--- src/rtl/quick_uart_pkg.sv ---
// quick_uart_pkg
// Shared types and helpers for the quick_uart receive path.
//   entry_t      : one buffered receive entry {dropped flag, data byte}
//   ptr_width()  : pointer width for a power-of-two FIFO depth (min 1 bit)
package quick_uart_pkg;

    localparam int ENTRY_DATA_BITS = 8;

    typedef struct packed {
        logic                       dropped;
        logic [ENTRY_DATA_BITS-1:0] data;
    } entry_t;

    function automatic int ptr_width(input int depth);
        return (depth <= 2) ? 1 : $clog2(depth);
    endfunction

endpackage

--- src/rtl/quick_uart_fifo_ram.sv ---
// quick_uart_fifo_ram
// DEPTH x WIDTH register array: one synchronous write port, one
// asynchronous read port. No reset; contents are don't-care until written.
//   clk_i   : clock
//   we_i    : write enable
//   waddr_i : write address
//   wdata_i : write data
//   raddr_i : read address
//   rdata_o : read data (combinational from raddr_i)
module quick_uart_fifo_ram
    import quick_uart_pkg::*;
#(
    parameter int DEPTH = 16,
    parameter int WIDTH = 9
) (
    input  logic                        clk_i,
    input  logic                        we_i,
    input  logic [ptr_width(DEPTH)-1:0] waddr_i,
    input  logic [WIDTH-1:0]            wdata_i,
    input  logic [ptr_width(DEPTH)-1:0] raddr_i,
    output logic [WIDTH-1:0]            rdata_o
);

    logic [WIDTH-1:0] mem_q [DEPTH];

    always_ff @(posedge clk_i) begin
        if (we_i) begin
            mem_q[waddr_i] <= wdata_i;
        end
    end

    assign rdata_o = mem_q[raddr_i];

endmodule

--- src/rtl/quick_uart_rx_fifo.sv ---
// quick_uart_rx_fifo
// Elastic buffer behind quick_uart_rx. Stores {dropped, data} per byte,
// presents entries in order over valid/ready, keeps a saturating count of
// entries that arrived flagged as dropped, and a sticky overflow flag.
//   clk_i, rst_i          : clock, async active-high reset
//   flush_i               : sync flush of FIFO, drop counter and overflow
//   valid_i/ready_o       : upstream handshake, data_i + data_dropped_i
//   valid_o/ready_i       : downstream handshake, data_o + dropped_o
//   count_o               : occupancy
//   drop_count_o          : saturating count of flagged pushes
//   overflow_o            : sticky, valid_i seen while not ready
module quick_uart_rx_fifo
    import quick_uart_pkg::*;
#(
    parameter int DATA_BITS = 8,
    parameter int DEPTH     = 16,
    parameter int CNT_BITS  = 8
) (
    input  logic                       clk_i,
    input  logic                       rst_i,
    input  logic                       flush_i,
    input  logic                       valid_i,
    output logic                       ready_o,
    input  logic [DATA_BITS-1:0]       data_i,
    input  logic                       data_dropped_i,
    output logic                       valid_o,
    input  logic                       ready_i,
    output logic [DATA_BITS-1:0]       data_o,
    output logic                       dropped_o,
    output logic [$clog2(DEPTH):0]     count_o,
    output logic [CNT_BITS-1:0]        drop_count_o,
    output logic                       overflow_o
);

    localparam int PW = ptr_width(DEPTH);
    localparam int CW = $clog2(DEPTH) + 1;
    localparam logic [CW-1:0]       FULL    = CW'(DEPTH);
    localparam logic [CNT_BITS-1:0] CNT_MAX = '1;

    logic [PW-1:0]       wr_ptr_q, wr_ptr_d;
    logic [PW-1:0]       rd_ptr_q, rd_ptr_d;
    logic [CW-1:0]       count_q, count_d;
    logic [CNT_BITS-1:0] drop_cnt_q, drop_cnt_d;
    logic                ovf_q, ovf_d;

    logic                push, pop;
    logic [DATA_BITS:0]  rd_entry;

    // ready_o deliberately ignores ready_i: no pop-to-push bypass when full.
    assign ready_o = (count_q < FULL) && !flush_i;
    assign valid_o = (count_q != '0);
    assign push    = valid_i && ready_o;
    assign pop     = valid_o && ready_i;

    always_comb begin
        wr_ptr_d   = wr_ptr_q;
        rd_ptr_d   = rd_ptr_q;
        count_d    = count_q;
        drop_cnt_d = drop_cnt_q;
        ovf_d      = ovf_q;
        if (flush_i) begin
            // A same-cycle pop still handshakes downstream but is discarded here.
            wr_ptr_d   = '0;
            rd_ptr_d   = '0;
            count_d    = '0;
            drop_cnt_d = '0;
            ovf_d      = 1'b0;
        end else begin
            if (push) wr_ptr_d = wr_ptr_q + PW'(1);
            if (pop)  rd_ptr_d = rd_ptr_q + PW'(1);
            case ({push, pop})
                2'b10:   count_d = count_q + CW'(1);
                2'b01:   count_d = count_q - CW'(1);
                default: count_d = count_q;
            endcase
            if (push && data_dropped_i && (drop_cnt_q != CNT_MAX)) begin
                drop_cnt_d = drop_cnt_q + CNT_BITS'(1);
            end
            if (valid_i && !ready_o) ovf_d = 1'b1;
        end
    end

    always_ff @(posedge clk_i or posedge rst_i) begin
        if (rst_i) begin
            wr_ptr_q   <= '0;
            rd_ptr_q   <= '0;
            count_q    <= '0;
            drop_cnt_q <= '0;
            ovf_q      <= 1'b0;
        end else begin
            wr_ptr_q   <= wr_ptr_d;
            rd_ptr_q   <= rd_ptr_d;
            count_q    <= count_d;
            drop_cnt_q <= drop_cnt_d;
            ovf_q      <= ovf_d;
        end
    end

    quick_uart_fifo_ram #(
        .DEPTH (DEPTH),
        .WIDTH (DATA_BITS + 1)
    ) u_ram (
        .clk_i   (clk_i),
        .we_i    (push),
        .waddr_i (wr_ptr_q),
        .wdata_i ({data_dropped_i, data_i}),
        .raddr_i (rd_ptr_q),
        .rdata_o (rd_entry)
    );

    assign data_o       = rd_entry[DATA_BITS-1:0];
    assign dropped_o    = rd_entry[DATA_BITS];
    assign count_o      = count_q;
    assign drop_count_o = drop_cnt_q;
    assign overflow_o   = ovf_q;

endmodule

--- config.mk ---
export PLATFORM = sky130hd
export DESIGN_NAME = quick_uart_rx_fifo
export DESIGN_NICKNAME = d
export VERILOG_FILES = /design/src/rtl/quick_uart_pkg.sv /design/src/rtl/quick_uart_fifo_ram.sv /design/src/rtl/quick_uart_rx_fifo.sv
export SDC_FILE = /design/constraint.sdc
export NUM_CORES = 1
export LEC_CHECK = 0
export CORE_UTILIZATION = 53
export CTS_CLUSTER_SIZE = 24
export DETAILED_ROUTE_END_ITERATION = 6
export GPL_TIMING_DRIVEN = 0
export PLACE_DENSITY = 0.77
export REMOVE_ABC_BUFFERS = 1
export SLEW_MARGIN = 20
export SYNTH_ARGS = -nofsm -noshare
export SYNTH_HDL_FRONTEND = slang
export SYNTH_SLANG_ARGS = --single-unit
--- constraint.sdc ---
create_clock -name clk_i -period 2.98 [get_ports clk_i]
set_clock_uncertainty 0.2 [all_clocks]
set_input_delay 0.596 -clock clk_i [delete_from_list [all_inputs] [get_ports clk_i]]
set_output_delay 0.596 -clock clk_i [all_outputs]
set_load 0.02 [all_outputs]
==> metrics.yaml, run 1 <==
drt:
  drt_iter0_markers: 404
  wl_per_cell_um: 22.60
  drc: 0
  via_count: 3677
  ant_nets: 0
  viasPerCell: 6.008
  drtPass1Iterations: 6
  drt-total-wl_mm: 13.83
floorplanning:
  core_area_um2: 12670
  start_util: 0.5450
  num_io_pins: 39
  dieArea_um2: 13490
  die_y_um: 116.1
  die_x_um: 116.1
  row_count: 41
place:
  gp_congestion: 0.7813
  portBuffers: 38
  hpwl_mm: 8.153
  dp_slack_ns: -0.8871
synth:
  yosysSeqAreaShare: 0.7059
  syn_area_um2: 6905
  synthArstFlopShare: 0.1325
  synth_edf_count: 144
  ys_types: 53
  ys_warn_count: 0
  syn_inst: 378
  syn_area_per_cell_um2: 18.27
  ys.flop_type: "edfxtp_1"
  synth-seq-cells: 166
clock_network:
  clk_latency_ns: 0.42
  cts_tree: "yes"
  clkSlewWorstSetupHoldPaths_ns: 0.06
  clock-root-buffer: "clkbuf_16"
  ctsHtreeMaxLevel: 4
  cts_buffer_depth: 2
  numCtsBuffers: 17
  ctsHoldBuffers: 0
  clock-sinks: 166
finish:
  regArea_um2: 4882
  diodes: 0
  area_growth_pct: 19.03
  fillCellCount: 891
  final_layout_size_suffix_gt1_frac: 0.2659
  nNetsFinal: 452
  multi_input_area_um2: 1987
worst_hold_path:
  hold_path.class: "register to register"
  holdCritStartpoint: "overflow_o$_DFFE_PP0P_"
  min_path_cells: 2
  hold-path-endpoint: "overflow_o$_DFFE_PP0P_"
pwr:
  leakage_nw: 2.755
  peakVddDrop_v: 0.0005233
  p_per_area_nw_per_um2: 765.5
flow_run:
  max-cap-violations: 0
setup_path:
  r2r_slack_ns: 0.27
  path_max_fanout: 8
  cp_data_arrival_time_ns: 2.13
  cp.required_ns: 2.18
  r2r-end: "count_o[3]$_DFFE_PP0P_"
  r2r-start: "count_o[1]$_DFFE_PP0P_"
  cp-end-kind: "output pin"
  critical_path_class: "register to output pin"
  r2r_cells: 9
  start_kind: "register"
timing:
  finalWorstPathRequiredPeriod_ns: 2.925
  finalSetupTns_ns: 0
  final-hold-violation-count: 0
  setup_viol: 0
  holdWs_ns: 0.3010
  max_freq_mhz: 341.9
  worst_slack_ns: 0.05508
  tightest_slew_ns: 0.8877
  rsz0062_at_grt: "yes"
  max_slew_margin: 0.4076
  finalMaxSlewViolations: 0
  fin_crit_sh: 0.9815
global_route:
  grt_util_all_layers: 0.2312
  antenna_found_initial: 0
  grt_pass1_vias: 3836
  grt_overflow_total: 0
  grt_pass1_wl_mm: 21.64
  grt_max_degree: 25
run_status:
  status: "completed"
flip-flops by register name, indices dropped and copies added (netlist names):
name	count
drop_count_o	8
rd_ptr_q	4
u_ram.mem_q	144
overflow_o	1
wr_ptr_q	4
count_o	5
power breakdown:
group          switching, mW  total [mW]  internal (mW)
clock network          0.863        2.18           1.31
registers              0.112        2.71           2.60
logic                  0.677        1.40          0.723
total                   1.65        6.29           4.64
synth_stat cells (all sizes together) (3+ instances only):
cell type	n	share of area
edfxtp	144	0.63
mux4	36	0.12
dfrtp	22	0.080
nor2	21	0.011
a22oi	18	0.020
and2	18	0.016
nand2	14	0.0076
buf	11	0.012
ha	9	0.016
inv	9	0.0049
a21oi	7	0.0051
nand3	6	0.0043
xor2	6	0.0076
xnor2	5	0.0063
clkbuf	4	0.0022
a31o	3	0.0038
nor2b	3	0.0031
nor3	3	0.0022
nor3b	3	0.0033
o21ai	3	0.0038
layout by cell type (no fill, tap or decap), types with 5 or more instances in the layout:
master	count
nand2_1	14
a22oi_2	15
dfrtp_1	20
nor2_1	19
xnor2_1	5
and2_1	18
edfxtp_1	144
xor2_1	6
clkdlybuf4s50_1	28
buf_6	5
ha_1	9
a21oi_1	7
mux4_2	36
clkbuf_16	17
nand3_1	6
inv_1	9
cell families after synthesis:
logic type / after synthesis / synth area share
buffers and inverters: 24 / 0.01866
adders and majority gates: 10 / 0.01921
AOI/OAI and AO/OA: 43 / 0.04892
DFF: 166 / 0.7059
xor gates and xnor gates: 11 / 0.01395
muxes: 39 / 0.1225
and+or+nand+nor: 85 / 0.07085
worst max-delay path by stage:
stage | start | depth (start not counted) | slack [ns] | to
final | rd_ptr_q[0]$_DFFE_PP0P_ | 6 | 0.06 | data_o[1]
after global routing | rd_ptr_q[0]$_DFFE_PP0P_ | 6 | -0.03 | data_o[2]
after CTS | rd_ptr_q[0]$_DFFE_PP0P_ | 6 | 0.0001 | dropped_o
after detailed placement | flush_i | 10 | -0.89 | count_o[3]$_DFFE_PP0P_
after global placement | rd_ptr_q[0]$_DFFE_PP0P_ | 4 | -1.63 | dropped_o
after floorplan | rd_ptr_q[0]$_DFFE_PP0P_ | 3 | -0.39 | data_o[0]
what timing repair did:
action / in CTS / in global routing
cloned: 3 / 0
setup endpoints to repair: 122 / 10
resized for setup: 58 / 14
buffers inserted: 4 / 0
pin swaps: 5 / 13
metal layers:
metal,global-route usage,vias up,wire length [um],part of all wire
met5,0,-,0,0
met4,0.08034,0,170,0.012
met3,0.05397,18,868,0.063
met2,0.3865,151,7121,0.51
met1,0.3003,1902,5668,0.41
li1,-,1606,-,-
final cells by class:
cell class	count	area share
tap	172	0.02618
timing repair buffer	46	0.06241
clock buffer	19	0.05267
inverter	9	0.004110
multi-input combinational	188	0.2417
clock inverter	12	0.01888
sequential	166	0.5940
critical path, cell delays in order (launching register included):
cell,delay [ns]
dfrtp_4,0.50
buf_12,0.14
buf_16,0.14
mux4_2,0.52
a22oi_2,0.17
nand2_1,0.09
buf_6,0.14
metrics by stage:
step / instance area, um^2 / total power, mW / util / cells
floorplan: 6810 / 3.591 / - / 363
global placement: 7406 / 3.985 / 0.5845 / 573
detailed placement: 7458 / 4.033 / 0.5886 / 575
CTS: 8194 / 6.306 / 0.6467 / 613
global route: 8219 / 6.534 / 0.6487 / 612
finish: 8219 / 6.292 / 0.6487 / 612
Note: power is estimated with default switching activity, not from simulation.
==> run 2, diff against run 1 <==
CELL_PAD_IN_SITES_DETAIL_PLACEMENT = 1   (was not set)
CELL_PAD_IN_SITES_GLOBAL_PLACEMENT = 1   (was not set)
CORE_UTILIZATION = 50   (was 53)
PLACE_DENSITY = 0.82   (was 0.77)
==> run 2 against run 1 <==
Compared with the run above: power is 1.8% higher; first-iteration DRC count down 29%; critical path depth shrank 1; via count increased by 0.33%; register-to-register slack better by 0.03 ns; die area rose by 5.9%; the flow now finishes with violations (negative setup slack); sequential cell count unchanged; non-clock buffer count grew 4; largest power group unchanged; cell area grew 0.62%; count of clock-buffer cells in the layout rose by 2.
==> metrics.yaml, run 2 (synthesis gave the netlist of run 1 again) <==
run_status:
  status: "complete, but fails checks"
  violations: "negative setup slack"
pwr:
  fin_total_pwr_mw: 6.408
  leakage_nw: 2.792
  p_per_area_nw_per_um2: 774.8
  peakVddDrop_v: 0.0004538
floorplanning:
  die_y_um: 119.5
  start_util: 0.5173
  num_io_pins: 39
  row_count: 42
  core_area_um2: 13350
  dieArea_um2: 14290
  die_x_um: 119.5
drt:
  ant_nets: 0
  drt-total-wl_mm: 15.84
  via_count: 3689
  viasPerCell: 5.940
  drc: 0
  drtPass1Iterations: 4
  wl_per_cell_um: 25.50
  drt_iter0_markers: 288
global_route:
  grt_pass1_wl_mm: 24.38
  grt_pass1_vias: 4074
  grt_max_degree: 29
  grt_overflow_total: 0
  antenna_found_initial: 0
  grt_util_all_layers: 0.2441
clock_network:
  clock-sinks: 166
  ctsHtreeMaxLevel: 4
  clkSlewWorstSetupHoldPaths_ns: 0.06
  cts_tree: "yes"
  clock-root-buffer: "clkbuf_16"
  clk_latency_ns: 0.42
  cts_buffer_depth: 2
  numCtsBuffers: 17
timing:
  worst_slack_ns: -0.02522
  finalWorstPathRequiredPeriod_ns: 3.005
  holdWs_ns: 0.3111
  fin_crit_sh: 1.008
  finalMaxSlewViolations: 0
  final-hold-violation-count: 0
  max_freq_mhz: 332.8
  setup_viol: 4
  tightest_slew_ns: 0.8890
  max_slew_margin: 0.4067
  rsz0062_at_grt: "yes"
setup_path:
  critical_path_class: "register to output pin"
  path_max_fanout: 6
  worstPathCellList: "buf_8, mux4_2, a22oi_2, nand2_1, buf_6"
  start_kind: "register"
  r2r_cells: 9
  max_stage_delay_ns: 0.55
  cp_data_arrival_time_ns: 2.21
  crit_path_top_delay_cell: "dfrtp_4"
  cp.required_ns: 2.18
  cp-end-kind: "output pin"
finish:
  final_layout_size_suffix_gt1_frac: 0.2697
  regMostFlops: "u_ram.mem_q"
  nNetsFinal: 456
  area_growth_pct: 19.77
  fillCellCount: 1177
  mostFrequentLayoutCells: "edfxtp_1, mux4_2, clkdlybuf4s50_1, dfrtp_1, nor2_1"
  fin_cells: 621
  diodes: 0
  layout_commonest_cell: "edfxtp_1"
  largest_reg_flops: 144
place:
  portBuffers: 38
  dp_slack_ns: -0.8511
  hpwl_mm: 9.392
  gp_congestion: 0.7848
  dp_cells: 579
worst_hold_path:
  hold_path.class: "register to register"
  min_path_cells: 2
flow_run:
  max-cap-violations: 0
## run 2: cell types whose count changed in the layout (fill, tap and decap cells not counted), moves of 2 or more
cell	change
buf_4	+2
buf_8	+2
clkbuf_1	+2
clkinv_4	-4
clkinv_1	+2
## run 2: critical path: cells and delay by family (launching register included)
kind                   cells  cell delay [ns]
AOI/OAI and AO/OA          1             0.29
and+or+nand+nor            1             0.12
muxes                      1             0.51
DFF                        1             0.55
buffers and inverters      2             0.32
## run 2: through the flow
| stage | setup TNS (ns) | area [um^2] | util |
|---|---|---|---|
| floorplan | -3.467 | 6810 | - |
| global route | -0.4859 | 8270 | 0.6196 |
| CTS | -0.2789 | 8255 | 0.6185 |
| detailed placement | -73.23 | 7463 | 0.5591 |
| finish | -0.04727 | 8270 | 0.6196 |
| global placement | -75.79 | 7411 | 0.5552 |
## run 2: cell type report
cell class	instances	area, um^2	area share
inverter	9	33.78	0.004085
clock buffer	21	440.4	0.05325
sequential	166	4880	0.5900
multi-input combinational	188	1994	0.2411
tap	176	220.2	0.02663
clock inverter	11	155.1	0.01876
timing repair buffer	50	546.8	0.06611
## run 2: final timing paths
kind	startpoint	end	slack (ns)
max in group asynchronous	rst_i	rd_ptr_q[0]$_DFFE_PP0P_	1.47
max reg2reg	count_o[1]$_DFFE_PP0P_	count_o[3]$_DFFE_PP0P_	0.30
min reg2reg	overflow_o$_DFFE_PP0P_	overflow_o$_DFFE_PP0P_	0.31
max	rd_ptr_q[0]$_DFFE_PP0P_	data_o[0]	-0.03
min in group asynchronous	rst_i	drop_count_o[5]$_DFFE_PP0P_	0.46
min	overflow_o$_DFFE_PP0P_	overflow_o$_DFFE_PP0P_	0.31
## run 2: what timing repair did
item | CTS | global route
pin swaps | 6 | 11
resized for setup | 59 | 17
setup endpoints to repair | 121 | 10
hold buffers | 0 | 0
buffers inserted | 8 | 1
gates cloned | 3 | 0
## run 2: metal layers
layer  GRT usage  wire length, um  vias up
met2      0.4285             8602      100
met4     0.08438              210        0
met1      0.2920             6374     1956
met3     0.06274              650       15
li1            -                -     1618
met5           0                0        -
## run 2: report_power, final
part	switching (mW)	total, mW	internal (mW)
clock network	0.849	2.24	1.39
logic	0.706	1.45	0.743
registers	0.117	2.72	2.60
total	1.67	6.41	4.74
==> run 3, diff against run 2 <==
==> constraint.sdc (replaced) <==
create_clock -name clk_i -period 3.9 [get_ports clk_i]
set_clock_uncertainty 0.2 [all_clocks]
set_input_delay 0.585 -clock clk_i [delete_from_list [all_inputs] [get_ports clk_i]]
set_output_delay 0.585 -clock clk_i [all_outputs]
set_load 0.02 [all_outputs]
==> run 3 against run 2 <==
Compared with the run above: combinational power decreased by 32%; sequential cell count unchanged; power decreased by 26%; critical path depth unchanged; largest power group unchanged; die area did not move; cell area shrank 2.6%; critical path type unchanged; the flow now finishes without violations; register-to-register slack improved by 0.87 ns; first-iteration DRC count shrank 11%; clock power fell by 24%; count of clock-buffer cells in the layout did not move.
==> metrics.yaml, run 3 (synthesis gave the netlist of run 1 again) <==
timing:
  finalWorstPathRequiredPeriod_ns: 3.664
  max_freq_mhz: 272.9
  holdWs_ns: 0.3116
  max_slew_margin: 0.3719
  tightest_slew_ns: 0.9387
  fin_crit_sh: 0.9395
  final-hold-violation-count: 0
  finalMaxSlewViolations: 0
  setup_viol: 0
  finalSetupTns_ns: 0
  worst_slack_ns: 0.2359
  rsz0062_at_grt: "no"
pwr:
  peakVddDrop_v: 0.0003216
  leakage_nw: 2.698
  fin_total_pwr_mw: 4.770
  p_per_area_nw_per_um2: 591.8
finish:
  utilization: 0.6038
  diodes: 0
  mostFrequentLayoutCells: "edfxtp_1, clkdlybuf4s50_1, mux4_2, nor2_1, dfrtp_1"
  regMostFlops: "u_ram.mem_q"
  largest_reg_flops: 144
  fin_cells: 611
  finalInstanceArea_um2: 8059
  nNetsFinal: 446
  layout_commonest_cell: "edfxtp_1"
  final_layout_size_suffix_gt1_frac: 0.1816
  area_growth_pct: 16.71
place:
  dp_slack_ns: 0.07994
  gp_congestion: 0.7848
  place_area_um2: 7463
  portBuffers: 38
  hpwl_mm: 9.392
  dp_cells: 579
floorplanning:
  start_util: 0.5173
  dieArea_um2: 14290
  die_y_um: 119.5
  num_io_pins: 39
  core_area_um2: 13350
  die_x_um: 119.5
  row_count: 42
global_route:
  grt_util_all_layers: 0.2331
  grt_pass1_vias: 4043
  grt_overflow_total: 0
  antenna_found_initial: 0
  grt_max_degree: 29
  grt_pass1_wl_mm: 23.47
clock_network:
  clk_latency_ns: 0.42
  post_cts_buffers: 0
  clock-sinks: 166
  ctsHoldBuffers: 0
  cts_buffer_depth: 2
  numCtsBuffers: 17
  clkSlewWorstSetupHoldPaths_ns: 0.06
  cts-resized-gates: 0
  cts_tree: "yes"
  ctsHtreeMaxLevel: 4
  clock-root-buffer: "clkbuf_16"
setup_path:
  cp_data_arrival_time_ns: 2.88
  worstPathCellList: "buf_16, mux4_2, a22oi_1, nand2_1, clkdlybuf4s50_1"
  path_max_fanout: 28
  critical_path_class: "register to output pin"
  start_kind: "register"
  max_stage_delay_ns: 0.59
  cp-end-kind: "output pin"
  cp.required_ns: 3.12
  crit_path_top_delay_cell: "dfrtp_4"
run_status:
  status: "completed"
drt:
  wl_per_cell_um: 24.57
  drt-total-wl_mm: 15.01
  ant_nets: 0
  drc: 0
  via_count: 3611
  drt_iter0_markers: 256
  drtPass1Iterations: 4
  viasPerCell: 5.910
worst_hold_path:
  hold_path.class: "register to register"
flow_run:
  max-cap-violations: 0
## run 3: cell types whose count changed in the layout (fill, tap and decap cells not counted), moves of 2 or more
cell / delta
clkdlybuf4s50_1: +11
buf_8: -2
buf_4: -5
nor2b_1: +2
nor2_1: +2
a22oi_1: +16
nor2_2: -2
buf_12: -2
a22oi_2: -16
buf_6: -4
buf_2: -5
nor2b_2: -2
## run 3: routing by layer
metal  vias to the layer above  routed length, um  global-route usage
li1                       1597                  -                   -
met1                      1891               5981              0.2784
met2                        99               7983              0.4075
met3                        24                706             0.05371
met4                         0                341             0.09531
met5                         -                  0                   0
## run 3: worst max-delay path: cells and delay by family (launching register included)
kind / cells / cell delay, ns
DFF: 1 / 0.59
buffers and inverters: 2 / 0.83
AOI/OAI and AO/OA: 1 / 0.36
and+or+nand+nor: 1 / 0.12
muxes: 1 / 0.55
## run 3: cell type report
cell class	count	area, um^2
multi-input combinational	188	1902
inverter	9	33.78
clock inverter	11	155.1
tap	176	220.2
fill	1186	5289
clock buffer	21	440.4
timing repair buffer	40	427.9
sequential	166	4880
## run 3: power breakdown
part | internal (mW) | total [mW] | leakage [nW] | switching (mW)
Clock | 1.06 | 1.71 | 0.292 | 0.645
Sequential | 1.99 | 2.08 | 1.60 | 0.0944
Combinational | 0.497 | 0.980 | 0.811 | 0.483
Total | 3.55 | 4.77 | 2.70 | 1.22
## run 3: final timing paths
kind                                         start                          end  slack (ns)  depth (start not counted)
min                         overflow_o$_DFFE_PP0P_       overflow_o$_DFFE_PP0P_        0.31                          2
max reg2reg                 count_o[4]$_DFFE_PP0P_       count_o[3]$_DFFE_PP0P_        1.17                          9
max in group asynchronous                    rst_i      rd_ptr_q[0]$_DFFE_PP0P_        2.40                          2
min reg2reg                 overflow_o$_DFFE_PP0P_       overflow_o$_DFFE_PP0P_        0.31                          2
min in group asynchronous                    rst_i  drop_count_o[5]$_DFFE_PP0P_        0.45                          2
max                        rd_ptr_q[0]$_DFFE_PP0P_                    dropped_o        0.24                          5
==> edit 1: new RTL, config.mk and constraints of run 2 <==
Register the output `drop_count_o` once more; this adds one clock of latency there. The other outputs are not delayed to match.
--- a/src/rtl/quick_uart_rx_fifo.sv
+++ b/src/rtl/quick_uart_rx_fifo.sv
@@ -111,7 +111,9 @@
     assign data_o       = rd_entry[DATA_BITS-1:0];
     assign dropped_o    = rd_entry[DATA_BITS];
     assign count_o      = count_q;
-    assign drop_count_o = drop_cnt_q;
+    always_ff @(posedge clk_i) begin
+        drop_count_o <= drop_cnt_q;
+    end
     assign overflow_o   = ovf_q;
 
 endmodule
Function: changed (a bounded check fails within 4 cycles, from zero or initial values and one cycle with rst_i high).
==> edit 1 against run 2 <==
- the flow still finishes with violations (setup timing)
- area after synthesis rose by 1.2%
- global-route usage rose by 0.79 points
- worst setup slack got worse by 0.085 ns
- total power rose by 6.2%
- sequential share of layout area rose by 0.79 points
- hold slack got worse by 0.089 ns
- wire length rose by 5.8%
- cell area rose by 2.0%
- sequential cell count rose by 8
- largest cell class unchanged
- largest power group unchanged
- highest routed layer unchanged
==> edit 1: results (changes against run 2) <==
Logic synthesis
  • Mapped Cells: 391 (was 378)
  • Async SR Flop Fraction: 0.1264 (was 0.1325)
  • Distinct cells, synth: 48 (was 53)
  • Largest cells by area after synthesis: edfxtp_1 62%, mux4_2 12%, dfrtp_1 7.9% (was edfxtp_1 63%, mux4_2 12%, dfrtp_1 8.0%)
  • Seq/Total Area, Yosys: 0.7208 (was 0.7059)
  • Leading cell types by count after synthesis: 144 x edfxtp_1, 36 x mux4_2, 25 x nor2_1 (was 144 x edfxtp_1, 36 x mux4_2, 22 x dfrtp_1)

Power
  • Comb power frac: 0.270 (was 0.226)
  • Reg power frac: 0.414 (was 0.424)
  • P_seq: 0.00282 W (was 0.00272 W)
  • Worst VDD drop: 0.5000 mV (was 0.4538 mV)
  • Leakage: 2.862 nW (was 2.792 nW)
  • Sw frac: 0.2636 (was 0.2610)

Place
  • Post-Place Cells: 591 (was 579)
  • GP Congestion: 0.7691 (was 0.7848)
  • Worst slack, placed: -1.140 ns (was -0.8511 ns)
  • Cell Area, Placed: 7566 um2 (was 7463 um2)
  • Post-DP HPWL: 9536 um (was 9392 um)

Drt
  • DRT Pass-1 Iters: 4 (unchanged)
  • Vias per cell: 5.981 (was 5.940)
  • DRT iter0 DRCs: 218 (was 288)
  • Final wirelength: 16750 um (was 15840 um)

Critical path
  • CP max FO: 5 (was 6)
  • Reg2reg start: count_o[0]$_DFFE_PP0P_ (was count_o[1]$_DFFE_PP0P_)
  • Cell family with most CP delay: buffers and inverters (was flip-flops)
  • Worst Path Arrival: 2.29 ns (was 2.21 ns)
  • R2R setup slack: 0.12 ns (was 0.30 ns)
  • Crit path largest cell delay: 0.53 ns (was 0.55 ns)

STA
  • Setup Viol. Count Final: 6 (was 4)
  • Final worst slack: -0.1102 ns (was -0.02522 ns)
  • Setup TNS: -0.2008 ns (was -0.04727 ns)
  • Slew @ Worst Pin: 0.9259 ns (was 0.8890 ns)
  • Final Hold Slack: 0.2220 ns (was 0.3111 ns)

Global routing
  • First-pass GRT wire length: 25000 um (was 24380 um)
  • Initial antenna violation count: 1 (was 0)
  • Largest net degree at the start of global routing: 28 (was 29)
  • Vias in the first global route: 4142 (was 4074)
  • Total track usage: 0.2520 (was 0.2441)

Final layout
  • Nets: 473 (was 456)
  • Fraction of layout cells with a size suffix above 1: 0.2413 (was 0.2697)
  • Non-Filler Instances: 637 (was 621)

Outcome
  • Failing checks: setup timing (unchanged)
  • Status: complete, but fails checks (unchanged)

Min path
  • Worst min path class: flop to flop (unchanged)
  • HP Start: drop_cnt_q[1]$_DFFE_PP0P_ (was overflow_o$_DFFE_PP0P_)

CTS
  • Cts bufs inserted: 17 (unchanged)
==> edit 1: changes by cell type after synthesis, moves of 3 or more <==
cell	change
o21ai_1	+4
nand2_1	+3
dfxtp_1	+8
and3_1	+3
clkbuf_1	+6
buf_6	-3
o211ai_1	+3
nand3_1	-4
nor2_1	+4
==> edit 1: repair_timing <==
| action | in CTS | in global routing |
|---|---|---|
| pin swaps | 1 | 3 |
| hold buffers | 0 | 0 |
| setup endpoints to repair | 137 | 17 |
| hold endpoints to repair | 0 | 0 |
| resized for setup | 56 | 11 |
| buffers inserted | 5 | 5 |
| cloned | 5 | 0 |
==> edit 1: per-layer routing <==
layer | wire [um] | GRT usage | share of wire
met5 | 0 | 0 | 0
met4 | 538 | 0.1258 | 0.032
met1 | 6587 | 0.3179 | 0.39
met2 | 8673 | 0.4131 | 0.52
met3 | 952 | 0.05613 | 0.057
==> edit 1: final cells by class <==
class,instances,area (um2)
inverters,9,33.78
diodes,1,2.502
fillers,1209,5016
clock inverters,9,120.1
repair buffers,55,651.9
flip-flops and latches,174,5045
multi-input cells,192,1923
clock buffers,21,440.4
well taps,176,220.2
==> edit 1: cell families after synthesis <==
group,share of synthesized area
xor gates and xnor gates,0.01505
buffers and inverters,0.01522
adders and majority gates,0.01899
AOI/OAI and AO/OA,0.04209
muxes,0.1205
DFF,0.7208
and+or+nand+nor,0.06735
==> edit 1: path summary, 6_finish.rpt <==
kind                                      endpoint  cells past startpoint
max in group asynchronous  rd_ptr_q[1]$_DFFE_PP0P_                      2
hold reg to reg            drop_count_o[1]$_DFF_P_                      0
hold / removal             drop_count_o[1]$_DFF_P_                      0
setup reg to reg            count_o[3]$_DFFE_PP0P_                      9
setup / recovery                         data_o[4]                      6
min in group asynchronous   count_o[2]$_DFFE_PP0P_                      2
==> edit 2: new RTL, flow settings as in run 2 <==
Made on the original files. `DEPTH` is set to 16 in 2 places; all go to 8.
--- a/src/rtl/quick_uart_fifo_ram.sv
+++ b/src/rtl/quick_uart_fifo_ram.sv
@@ -10,7 +10,7 @@
 module quick_uart_fifo_ram
     import quick_uart_pkg::*;
 #(
-    parameter int DEPTH = 16,
+    parameter int DEPTH = 8,
     parameter int WIDTH = 9
 ) (
     input  logic                        clk_i,
--- a/src/rtl/quick_uart_rx_fifo.sv
+++ b/src/rtl/quick_uart_rx_fifo.sv
@@ -13,7 +13,7 @@
     import quick_uart_pkg::*;
 #(
     parameter int DATA_BITS = 8,
-    parameter int DEPTH     = 16,
+    parameter int DEPTH     = 8,
     parameter int CNT_BITS  = 8
 ) (
     input  logic                       clk_i,
Interface: changed (resized count_o); port bits go from 39 to 38. No check against the original RTL was run, so the function may have changed too.
==> edit 2 against run 2 <==
- worst setup slack gained 0.11 ns
- hold slack gained 0.011 ns
- clock power shrank 65%
- wire length shrank 48%
- area after synthesis shrank 44%
- fmax grew 4.0%
- first-iteration DRC count shrank 53%
- total power shrank 47%
- cell area shrank 44%
- sequential cell count shrank 75
- critical path type unchanged
- largest power group unchanged
- highest routed layer unchanged
==> edit 2: results (changes against run 2) <==
Global routing
  • Total track usage: 0.2210 (was 0.2441)
  • Largest net degree at the start of global routing: 26 (was 29)
  • First-pass GRT wire length: 13280 um (was 24380 um)
  • Initial antenna violation count: 0 (unchanged)
  • Vias in the first global route: 2344 (was 4074)

CTS
  • Clk root buf: clkbuf_8 (was clkbuf_16)
  • Cts bufs inserted: 9 (was 17)
  • Worst skew pair latency: 0.36 ns (was 0.42 ns)
  • CTS max path bufs: 2 (unchanged)
  • Clock transition at the registers of the reported paths: 0.09 ns (was 0.06 ns)
  • H-tree levels: 3 (was 4)

STA
  • Final Hold Slack: 0.3219 ns (was 0.3111 ns)
  • F_max: 345.9 MHz (was 332.8 MHz)
  • Slew @ Worst Pin: 0.7792 ns (was 0.8890 ns)

Drt
  • DRT iter0 DRCs: 135 (was 288)
  • Total number of vias: 2195 (was 3689)
  • DRT Pass-1 Iters: 4 (unchanged)
  • Wire per inst: 21.72 um (was 25.50 um)

Critical path
  • CP Launch Point: rd_ptr_q[0]$_DFFE_PP0P_ (unchanged)
  • Crit path capture: data_o[5] (was data_o[0])
  • CP max FO: 8 (was 6)
  • Critical R2R Capture: count_o[3]$_DFFE_PP0P_ (unchanged)
  • Reg2Reg Depth: 6 (was 9)
  • R2R setup slack: 0.36 ns (was 0.30 ns)
  • Reg2reg start: count_o[0]$_DFFE_PP0P_ (was count_o[1]$_DFFE_PP0P_)
  • Worst Path Arrival: 2.09 ns (was 2.21 ns)

Logic synthesis
  • Top FF cell, synth: edfxtp_1 (unchanged)
  • Largest cells by area after synthesis: edfxtp_1 56%, dfrtp_1 12%, mux4_2 11% (was edfxtp_1 63%, mux4_2 12%, dfrtp_1 8.0%)
  • Distinct cells, synth: 47 (was 53)
  • Leading cell types by count after synthesis: 72 x edfxtp_1, 19 x dfrtp_1, 18 x mux4_2 (was 144 x edfxtp_1, 36 x mux4_2, 22 x dfrtp_1)
  • Async SR Flop Fraction: 0.2088 (was 0.1325)
  • Mapped Cells: 228 (was 378)
  • Post-synth EDFFs: 72 (was 144)
  • Seq/Total Area, Yosys: 0.6835 (was 0.7059)

Place
  • PortBufs: 37 (was 38)
  • Worst slack, placed: -0.9761 ns (was -0.8511 ns)
  • Post-Place Cells: 359 (was 579)
  • GP Congestion: 0.7701 (was 0.7848)
  • Post-DP HPWL: 5576 um (was 9392 um)

Final layout
  • Fraction of layout cells with a size suffix above 1: 0.2473 (was 0.2697)
  • Non-Filler Instances: 378 (was 621)
  • Nets: 293 (was 456)
  • Max reg flops: 72 (was 144)
  • Top reg by flops: u_ram.mem_q (unchanged)

Power
  • Worst VDD drop: 0.4917 mV (was 0.4538 mV)
  • Switching power: 0.001099 W (was 0.001672 W)
  • Leakage: 1.567 nW (was 2.792 nW)

Min path
  • Worst min path class: flop to flop (unchanged)
  • Hold worst-path end: overflow_o$_DFFE_PP0P_ (unchanged)
  • HP Start: overflow_o$_DFFE_PP0P_ (unchanged)

Outcome
  • Status: completed (was complete, but fails checks)
[edit 2: power by group through the flow]
stage / registers, W / logic (W) / clock network, W
final: 0.00159 / 0.00102 / 0.000790
after detailed placement: 0.00167 / 0.000940 / 0
after floorplan: 0.00164 / 0.000581 / 0
after CTS: 0.00159 / 0.00103 / 0.000805
after global placement: 0.00166 / 0.000896 / 0
after global routing: 0.00160 / 0.00111 / 0.000855
[edit 2: worst max-delay path, cell delays in order, from the launching register on]
cell           delay, ns
dfrtp_4             0.47
buf_12              0.15
mux4_2              0.51
mux2_2              0.28
dlygate4sd2_1       0.32
[edit 2: kinds of logic after synthesis]
family          synth area share
simple gates             0.08366
flops                     0.6835
buf+inv                  0.01524
xor+xnor                 0.01589
mux                       0.1417
fa+ha+maj                0.01881
compound gates           0.04118
[edit 2: per-stage QoR]
stage,cell area [um2],util
finish,4616,0.6263
global placement,4305,0.5842
global route,4616,0.6263
detailed placement,4368,0.5927
CTS,4614,0.6261
floorplan,3811,-
[edit 2: routing by layer]
layer,routed length [um],global-route usage,vias up
li1,-,-,999
met1,3606,0.2895,1130
met2,4130,0.3654,52
met3,302,0.04822,14
met4,170,0.08199,0
met5,0,0,-
[edit 2: layout make-up]
class | count | area [um2]
clock inverters | 7 | 60.06
flip-flops and latches | 91 | 2645
repair buffers | 45 | 435.4
fillers | 686 | 2754
multi-input cells | 124 | 1216
well taps | 99 | 123.9
clock buffers | 9 | 123.9
inverters | 3 | 11.26
[edit 2: repair_timing]
action	CTS	global route
setup endpoints to repair	79	2
buffers inserted	3	0
resized for setup	20	3
